`src/rtl/pipelined_cla_addsub.sv`:
```
// Pipelined carry-lookahead adder/subtractor with a valid/ready handshake.
// The operand is split into STAGES slices, LSB slice first. Each stage sums
// one slice with 4-bit lookahead groups and registers that slice's carry out
// for the next stage. Upper operand bits and finished lower sum bits travel
// along with the stage registers.
module pipelined_cla_addsub #(
    parameter int WIDTH  = 32,
    parameter int STAGES = 2
) (
    input  logic             clk,
    input  logic             rst,
    input  logic             in_valid,
    output logic             in_ready,
    input  logic [WIDTH-1:0] in1,
    input  logic [WIDTH-1:0] in2,
    input  logic             op,
    input  logic             c_in,
    output logic             out_valid,
    input  logic             out_ready,
    output logic [WIDTH-1:0] sum,
    output logic             c_out,
    output logic             ovf,
    output logic             zero,
    output logic             neg
);

    localparam int SW   = WIDTH / STAGES;
    localparam int NG   = SW / 4;
    localparam int LW   = (NG > 4) ? NG : 4;
    localparam int LAST = STAGES - 1;

    // Flat lookahead carries: c[j] = OR_i (g[i] & p[i+1..j-1]) | (p[0..j-1] & ci).
    // Only the low n positions are meaningful; no carry ripples between positions.
    function automatic logic [LW:0] lookahead(input logic [LW-1:0] p, input logic [LW-1:0] g,
                                              input logic ci, input int n);
        logic [LW:0] c;
        logic        term;
        c    = '0;
        c[0] = ci;
        for (int j = 1; j <= LW; j++) begin
            if (j <= n) begin
                term = ci;
                for (int m = 0; m < LW; m++)
                    if (m < j) term = term & p[m];
                c[j] = term;
                for (int i = 0; i < LW; i++) begin
                    if (i < j) begin
                        term = g[i];
                        for (int m = 0; m < LW; m++)
                            if (m > i && m < j) term = term & p[m];
                        c[j] = c[j] | term;
                    end
                end
            end
        end
        return c;
    endfunction

    // Carry into every bit of a slice plus the slice carry out (bit SW).
    // Group P/G come from 4-bit lookahead; group carries from a second lookahead level.
    function automatic logic [SW:0] cla_carries(input logic [SW-1:0] a, input logic [SW-1:0] b,
                                                input logic ci);
        logic [SW-1:0] p, g;
        logic [LW-1:0] gp, gg, tp, tg;
        logic [LW:0]   gc, bc;
        logic [SW:0]   c;
        p  = a ^ b;
        g  = a & b;
        gp = '0;
        gg = '0;
        c  = '0;
        for (int j = 0; j < NG; j++) begin
            tp      = '0;
            tg      = '0;
            tp[3:0] = p[4*j +: 4];
            tg[3:0] = g[4*j +: 4];
            bc      = lookahead(tp, tg, 1'b0, 4);
            gp[j]   = &tp[3:0];
            gg[j]   = bc[4];
        end
        gc = lookahead(gp, gg, ci, NG);
        for (int j = 0; j < NG; j++) begin
            tp          = '0;
            tg          = '0;
            tp[3:0]     = p[4*j +: 4];
            tg[3:0]     = g[4*j +: 4];
            bc          = lookahead(tp, tg, gc[j], 4);
            c[4*j +: 4] = bc[3:0];
        end
        c[SW] = gc[NG];
        return c;
    endfunction

    logic [WIDTH-1:0] a_q   [0:STAGES-1];
    logic [WIDTH-1:0] b_q   [0:STAGES-1];
    logic [WIDTH-1:0] s_q   [0:STAGES-1];
    logic             c_q   [0:STAGES-1];
    logic [STAGES-1:0] v_q;
    logic             ovf_q;

    logic [WIDTH-1:0] src_a [0:STAGES-1];
    logic [WIDTH-1:0] src_b [0:STAGES-1];
    logic [WIDTH-1:0] src_s [0:STAGES-1];
    logic             src_c [0:STAGES-1];
    logic             src_v [0:STAGES-1];
    logic [WIDTH-1:0] s_d   [0:STAGES-1];
    logic             c_d   [0:STAGES-1];
    logic [SW:0]      car   [0:STAGES-1];
    logic             ovf_d;
    logic [STAGES-1:0] adv;
    logic [STAGES-1:0] ld;

    // Route each stage's inputs: stage 0 from the ports, later stages from the previous register.
    always_comb begin
        src_a[0] = in1;
        src_b[0] = op ? ~in2 : in2;
        src_c[0] = c_in;
        src_s[0] = '0;
        src_v[0] = in_valid;
        for (int k = 1; k < STAGES; k++) begin
            src_a[k] = a_q[k-1];
            src_b[k] = b_q[k-1];
            src_c[k] = c_q[k-1];
            src_s[k] = s_q[k-1];
            src_v[k] = v_q[k-1];
        end
    end

    // Sum slice k in stage k; overflow is taken from the carries around the MSB.
    always_comb begin
        ovf_d = 1'b0;
        for (int k = 0; k < STAGES; k++) begin
            car[k]              = cla_carries(src_a[k][k*SW +: SW], src_b[k][k*SW +: SW], src_c[k]);
            s_d[k]              = src_s[k];
            s_d[k][k*SW +: SW]  = src_a[k][k*SW +: SW] ^ src_b[k][k*SW +: SW] ^ car[k][SW-1:0];
            c_d[k]              = car[k][SW];
        end
        ovf_d = car[LAST][SW] ^ car[LAST][SW-1];
    end

    // Stage k advances when everything downstream can make room; an empty stage
    // anywhere downstream lets the stages above it collapse into it.
    always_comb begin
        logic room;
        room = out_ready;
        adv  = '0;
        ld   = '0;
        for (int k = LAST; k >= 0; k--) begin
            adv[k] = v_q[k] && room;
            ld[k]  = !v_q[k] || adv[k];
            room   = room || !v_q[k];
        end
        in_ready = !rst && ld[0];
    end

    // Stage registers; data only loads with a valid entry so stalled outputs hold.
    always_ff @(posedge clk) begin
        if (rst) begin
            v_q   <= '0;
            ovf_q <= 1'b0;
            for (int k = 0; k < STAGES; k++) begin
                a_q[k] <= '0;
                b_q[k] <= '0;
                s_q[k] <= '0;
                c_q[k] <= 1'b0;
            end
        end else begin
            for (int k = 0; k < STAGES; k++) begin
                if (ld[k]) begin
                    v_q[k] <= src_v[k];
                    if (src_v[k]) begin
                        a_q[k] <= src_a[k];
                        b_q[k] <= src_b[k];
                        s_q[k] <= s_d[k];
                        c_q[k] <= c_d[k];
                    end
                end
            end
            if (ld[LAST] && src_v[LAST]) ovf_q <= ovf_d;
        end
    end

    assign out_valid = v_q[LAST];
    assign sum       = s_q[LAST];
    assign c_out     = c_q[LAST];
    assign ovf       = ovf_q;
    assign zero      = v_q[LAST] && (s_q[LAST] == '0);
    assign neg       = s_q[LAST][WIDTH-1];

endmodule
```
`config.mk`:
```
export PLATFORM = sky130hd
export DESIGN_NAME = pipelined_cla_addsub
export DESIGN_NICKNAME = d
export VERILOG_FILES = /design/src/rtl/pipelined_cla_addsub.sv
export SDC_FILE = /design/constraint.sdc
export NUM_CORES = 1
export LEC_CHECK = 0
export BUFFER_PORTS_ARGS = -buffer_cell sky130_fd_sc_hd__buf_2
export CAP_MARGIN = 40
export CORE_UTILIZATION = 45
export DETAILED_ROUTE_END_ITERATION = 12
export PLACE_DENSITY = 0.79
export SYNTH_ARGS = -nofsm -noshare
export SYNTH_HDL_FRONTEND = slang
export SYNTH_SLANG_ARGS = --single-unit
```
`constraint.sdc`:
```
create_clock -name clk -period 3.4 [get_ports clk]
set_clock_uncertainty 0.2 [all_clocks]
set_input_delay 0.34 -clock clk [delete_from_list [all_inputs] [get_ports clk]]
set_output_delay 0.34 -clock clk [all_outputs]
set_load 0.03 [all_outputs]
```
==> results of run 1 <==
[sequential cells by signal (all words and copies together) (netlist names)]
name / flops
c_q: 2
v_q: 2
b_q: 16
s_q: 48
ovf: 1
a_q: 16
[cell families after synthesis]
group	count (synthesis)
compound gates	52
xor+xnor	56
fa+ha+maj	48
buf+inv	27
flops	85
simple gates	130
[metrics by stage]
step,power [W],util
after CTS,0.00271,0.556
after floorplan,0.00181,-
after global placement,0.00197,0.532
after global routing,0.00282,0.556
final,0.00268,0.556
after detailed placement,0.00201,0.537
[area by class of cell]
cell class | instances | area share
sequential | 85 | 0.438
tap | 136 | 0.0295
clock buffer | 9 | 0.0215
timing repair buffer | 116 | 0.109
clock inverter | 7 | 0.0130
multi-input combinational | 286 | 0.379
inverter | 15 | 0.00977
[power groups by stage]
stage | clock, W | combinational (W) | sequential, W
after floorplan | 0 | 0.000390 | 0.00142
after global placement | 0 | 0.000633 | 0.00134
after detailed placement | 0 | 0.000664 | 0.00134
after CTS | 0.000719 | 0.000667 | 0.00132
after global routing | 0.000761 | 0.000732 | 0.00133
final | 0.000703 | 0.000661 | 0.00132
[worst max path at each step]
stage                from          to
2_1_floorplan          op  s_q[0][15]
4_1_cts        a_q[0][16]         ovf
3_5_place_dp           op  s_q[0][15]
5_1_grt                op  s_q[0][15]
6_report       a_q[0][16]         ovf
3_3_place_gp           op  s_q[0][15]
[worst register-to-register path, delay by kind of cell, from the launching register on]
family	cells	cell delay, ps
flops	1	410
simple gates	2	460
compound gates	8	1390
fa+ha+maj	2	550
[placed cells by master (no fill, tap or decap), drive strengths merged, types with 9 or more instances in the layout]
cell type	instances
a21oi	19
clkbuf	9
buf	116
xnor2	30
inv	16
ha	40
xor2	26
nor2	55
edfxtp	82
and2	38
o21ai	12
[metal layers]
| metal | part of all wire | track usage | wire (um) | up-vias |
|---|---|---|---|---|
| met1 | 0.42 | 0.197 | 3780 | 1488 |
| li1 | - | - | - | 1625 |
| met2 | 0.50 | 0.290 | 4450 | 91 |
| met5 | 0 | 0 | 0 | - |
| met3 | 0.048 | 0.0334 | 431 | 18 |
| met4 | 0.027 | 0.0865 | 244 | 0 |
==> results.md, run 1 <==
- Psw: 0.000799 W
- Gr usage total: 0.168
- Crit-path max FO: 3
- Post-synthesis xor/xnor area fraction: 0.102
- Mean Syn Cell Area: 12.1 um2
- Leakage power: 2.54 nW
- First-pass GRT wire length: 14,200 um
- Hold EP: v_q[1]
- Simple-gate share of the synthesized area: 0.140
- Main combinational cell family by area after synthesis: simple AND/OR/NAND/NOR gates
- Non-filler cells, final: 654
- Fin crit period: 3070 ps
- EDFF count, synth: 82
- Reg area: 2520 um2
- Worst slew pin tran: 634 ps
- Die ar.: 11,100 um2
- CP Data Arrival Time: 3150 ps
- Synthesized Nets: 516
- Die height: 105 um
- Syn Inst Count: 398
- RePlAce Congestion: 0.847
- Fin. Hold Viols: 0
- Final setup fails: 0
- Worst skew pair latency: 360 ps
- Vias in the first global route: 3,159
- Dpl ws: -22.8 ps
- Largest net degree at the start of global routing: 47
- CP endpoint kind: flip-flop
- DP Area: 5560 um2
- Synth area leader: edfxtp_1
- Ys Warns: 0
- Synth unique cells: 43
- Hold_sp: rst
- Nets@finish: 631
- Post-CTS Setup Inserts: 0
- CP bufs+invs: 0
- Synth top area share: 0.511
- Power density cells: 466 nW/um2
- Total negative setup slack: 0 ps
- Fin crit share: 0.903
- Ys async rst share: 0
- CTS buffer count: 9
- Placed cell count: 638
- Synth top cells by count: edfxtp_1, nor2_1, ha_1
- Final WL: 8900 um
- Resized cells post-CTS: 0
- Top cells by area in the synthesized netlist: edfxtp_1, ha_1, xnor2_1, and2_1, xor2_1
- Core ar.: 10,400 um2
- Synthesized cell area: 4820 um2
- Vias per Instance: 4.93
- CP max stage delay: 410 ps
- Antenna violations before repair: 0
- CTS tree: done
- R2r setup slk: 330 ps
- Pins Over Slew Limit: 0
- Top-count cell post-synth: edfxtp_1
- Initial Util: 0.464
- Worst endpoint required time: 3480 ps
- Hold WS: 27.0 ps
- Critical path class: flip-flop to flip-flop
- Crit path setup slack, layout: 328 ps
- Mux cell area share after synthesis: 0
- IO Count: 108
- CP startpoint kind: flip-flop
- Reg-to-Reg End: ovf
- PortBufs: 107
- Max Cap Violations: 0
- Max VDD drop: 0.000249 V
- Unrepaired setup endpoints after global routing: false
- CTS clk-pin slew, worst paths: 90 ps
- Fraction of layout cells with a size suffix above 1: 0.272
- Die width: 105 um
- Clock buffer depth: 2
- # clock sinks: 85
- DR WL/cell: 13.6 um
- Clock power frac: 0.262
- Antenna-violating nets left: 0
- Relative slew slack: 0.578
- Hold Path Class: primary input to flip-flop
- Area of the multi-input gates: 2180 um2
- Slowest-stage cell, CP: edfxtp_1
- Max H-tree Level: 3
- Part of the power in combinational logic: 0.246
- Cell-internal power: 0.00189 W
- Seq/Total Area, Yosys: 0.524
- HPWL after DPL: 6970 um
- Adder-cell share of the synthesized area: 0.137
- Number of fill cells: 901
- Grt total ovfl: 0
- Stages on worst setup path: 12
- Rows: 37
- Syn-to-layout area delta: 19.7%
- Flops & latches, synth: 85
- Pre-antenna DRT Iters: 4
- Via Count: 3,222
- Sequential power share: 0.492
- Reg2Reg Launch Point: a_q[0][16]
- Crit-path cells: ha_1 > a21oi_1 > o22ai_1 > or2_1 > a21oi_1 > o21ai_1 > ha_1 > o21a_1 > nor2_1 > o21bai_2 > a31o_1 > a311oi_1
- Complex-gate fraction of the synthesized area: 0.0725
- Antenna diode count: 0
- Fmax: 326 MHz
- Largest delay contributor family on the critical path: compound AO/OA/AOI/OAI gates
- Ys flop type: edfxtp_1
- Initial DRC Count: 100
- Reg2Reg Depth: 12
- Switching part of the total: 0.298
- Hold buffer count at CTS: 0
- Number of remaining DRC errors: 0
- Status: finished, final reports clean
- Fin area: 5760 um2
- WHS Path Cells: 2
- Clock Root Buffer: clkbuf_8
No activity file was read; power rests on OpenSTA's default activity.
==> run 2, diff against run 1 <==
--- a/config.mk
+++ b/config.mk
@@ -9,7 +9,7 @@
 export CAP_MARGIN = 40
 export CORE_UTILIZATION = 45
 export DETAILED_ROUTE_END_ITERATION = 12
-export PLACE_DENSITY = 0.79
+export PLACE_DENSITY = 0.71
 export SYNTH_ARGS = -nofsm -noshare
 export SYNTH_HDL_FRONTEND = slang
 export SYNTH_SLANG_ARGS = --single-unit
==> run 2 against run 1 <==
Compared with the run above: flip-flop and latch count unchanged; first-iteration DRC count down 28%; largest cell class unchanged; power up 0.95%.
==> results.md, run 2 (synthesized netlist as in run 1, its figures left out) <==
- Post-CTS Setup Inserts: 0
- Max Cap Violations: 0
- Hold WS: 24.5 ps
- Pre-antenna DRT Iters: 4
- Number of fill cells: 915
- CP startpoint kind: flip-flop
- Antenna-violating nets left: 0
- Final Power: 0.00271 W
- # clock sinks: 85
- Relative slew slack: 0.573
- Unrepaired setup endpoints after global routing: false
- Power density cells: 471 nW/um2
- Largest regs: s_q: 48 flops, a_q: 16 flops, b_q: 16 flops
- RePlAce Congestion: 0.784
- Critical path class: flip-flop to flip-flop
- Max VDD drop: 0.000254 V
- Final setup fails: 0
- Fin crit share: 0.902
- Hold Path Class: primary input to flip-flop
- Pins Over Slew Limit: 0
- IO Count: 108
- Worst skew pair latency: 350 ps
- CTS buffer count: 9
- CP bufs+invs: 0
- Number of remaining DRC errors: 0
- First-pass GRT wire length: 14,500 um
- CTS tree: done
- Vias per Instance: 4.89
- Resized cells post-CTS: 0
- PortBufs: 107
- Worst slew pin tran: 640 ps
- CP max stage delay: 420 ps
- CP endpoint kind: flip-flop
- Antenna violations before repair: 0
- Initial Util: 0.464
- Fin crit period: 3070 ps
- Most frequent cells in the layout: buf_2, edfxtp_1, nor2_1, ha_1, and2_1
- Status: finished, final reports clean
- Fmax: 326 MHz
- Rows: 37
- Max H-tree Level: 3
- Nets@finish: 629
- CP Data Arrival Time: 3140 ps
- Fin. Hold Viols: 0
- Fraction of layout cells with a size suffix above 1: 0.269
- Hold buffer count at CTS: 0
- Largest delay contributor family on the critical path: compound AO/OA/AOI/OAI gates
- Number of flip-flops in the largest register: 48
- Largest net degree at the start of global routing: 47
- Initial DRC Count: 72
- HPWL after DPL: 6850 um
- Crit-path cells: ha_1 > a21oi_1 > o22ai_1 > or2_1 > a21oi_1 > o21ai_1 > ha_1 > o21a_1 > nor2_1 > o21bai_2 > a31o_1 > a311oi_1
- Crit-path max FO: 3
- Largest Register: s_q
- Die height: 105 um
- Gr usage total: 0.169
- Die ar.: 11,100 um2
- Die width: 105 um
- CTS clk-pin slew, worst paths: 90 ps
- Slowest-stage cell, CP: edfxtp_1
- Vias in the first global route: 3,178
- Syn-to-layout area delta: 19.4%
- Clock buffer depth: 2
- Core ar.: 10,400 um2
- Worst endpoint required time: 3470 ps
- Leakage power: 2.54 nW
- Via Count: 3,190
- Final WL: 8850 um
- Clock Root Buffer: clkbuf_8
- Most common cell after layout, fill and taps aside: buf_2
- Antenna diode count: 0
- DR WL/cell: 13.6 um
- Grt total ovfl: 0
-- run 2: cell count changes in the layout (fill, tap and decap cells not counted) --
cell        change
inv_8           +1
clkinv_2        -1
clkinvlp_4      -1
inv_6           +1
buf_4           -1
buf_8           -1
-- run 2: stage by stage --
stage	setup WS [ps]	setup TNS [ps]	utilization	cells	instance area [um2]
final	332	0	0.554	652	5750
after global routing	18.4	0	0.554	652	5750
after CTS	312	0	0.554	652	5750
after detailed placement	-58.9	-58.9	0.534	636	5540
after global placement	165	0	0.532	635	5510
after floorplan	45.7	0	-	398	4820
-- run 2: metal layers --
metal  global-route usage  up-vias  share of wire
li1                     -     1617              -
met1                0.201     1465           0.44
met2                0.300       91           0.50
met3               0.0297       17          0.043
met4               0.0704        0          0.020
met5                    0        -              0
-- run 2: power breakdown --
part	leakage, nW	internal (W)	switching [W]	total [W]
logic	1.53	0.000266	0.000385	0.000651
registers	0.913	0.00127	0.0000469	0.00132
clock network	0.0984	0.000351	0.000387	0.000737
total	2.54	0.00189	0.000819	0.00271
-- run 2: worst register-to-register path: cells and delay by family (launching register included) --
family                     cells  cell delay (ps)
AOI/OAI and AO/OA              8             1370
adders and majority gates      2              560
DFF                            1              420
and+or+nand+nor                2              450
-- run 2: area by class of cell --
class | instances | area, um2 | area share
inverters | 15 | 56.3 | 0.00980
clock inverters | 7 | 82.6 | 0.0144
flip-flops and latches | 85 | 2520 | 0.439
clock buffers | 9 | 124 | 0.0215
multi-input cells | 286 | 2180 | 0.380
repair buffers | 114 | 608 | 0.106
well taps | 136 | 170 | 0.0296
-- run 2: worst paths after layout --
| kind | to | start | cells after the start | slack [ps] |
|---|---|---|---|---|
| setup / recovery | ovf | a_q[0][16] | 12 | 330 |
| hold / removal | v_q[1] | rst | 2 | 20 |
| setup reg to reg | ovf | a_q[0][16] | 12 | 330 |
| hold reg to reg | s_q[0][39] | s_q[0][7] | 1 | 320 |
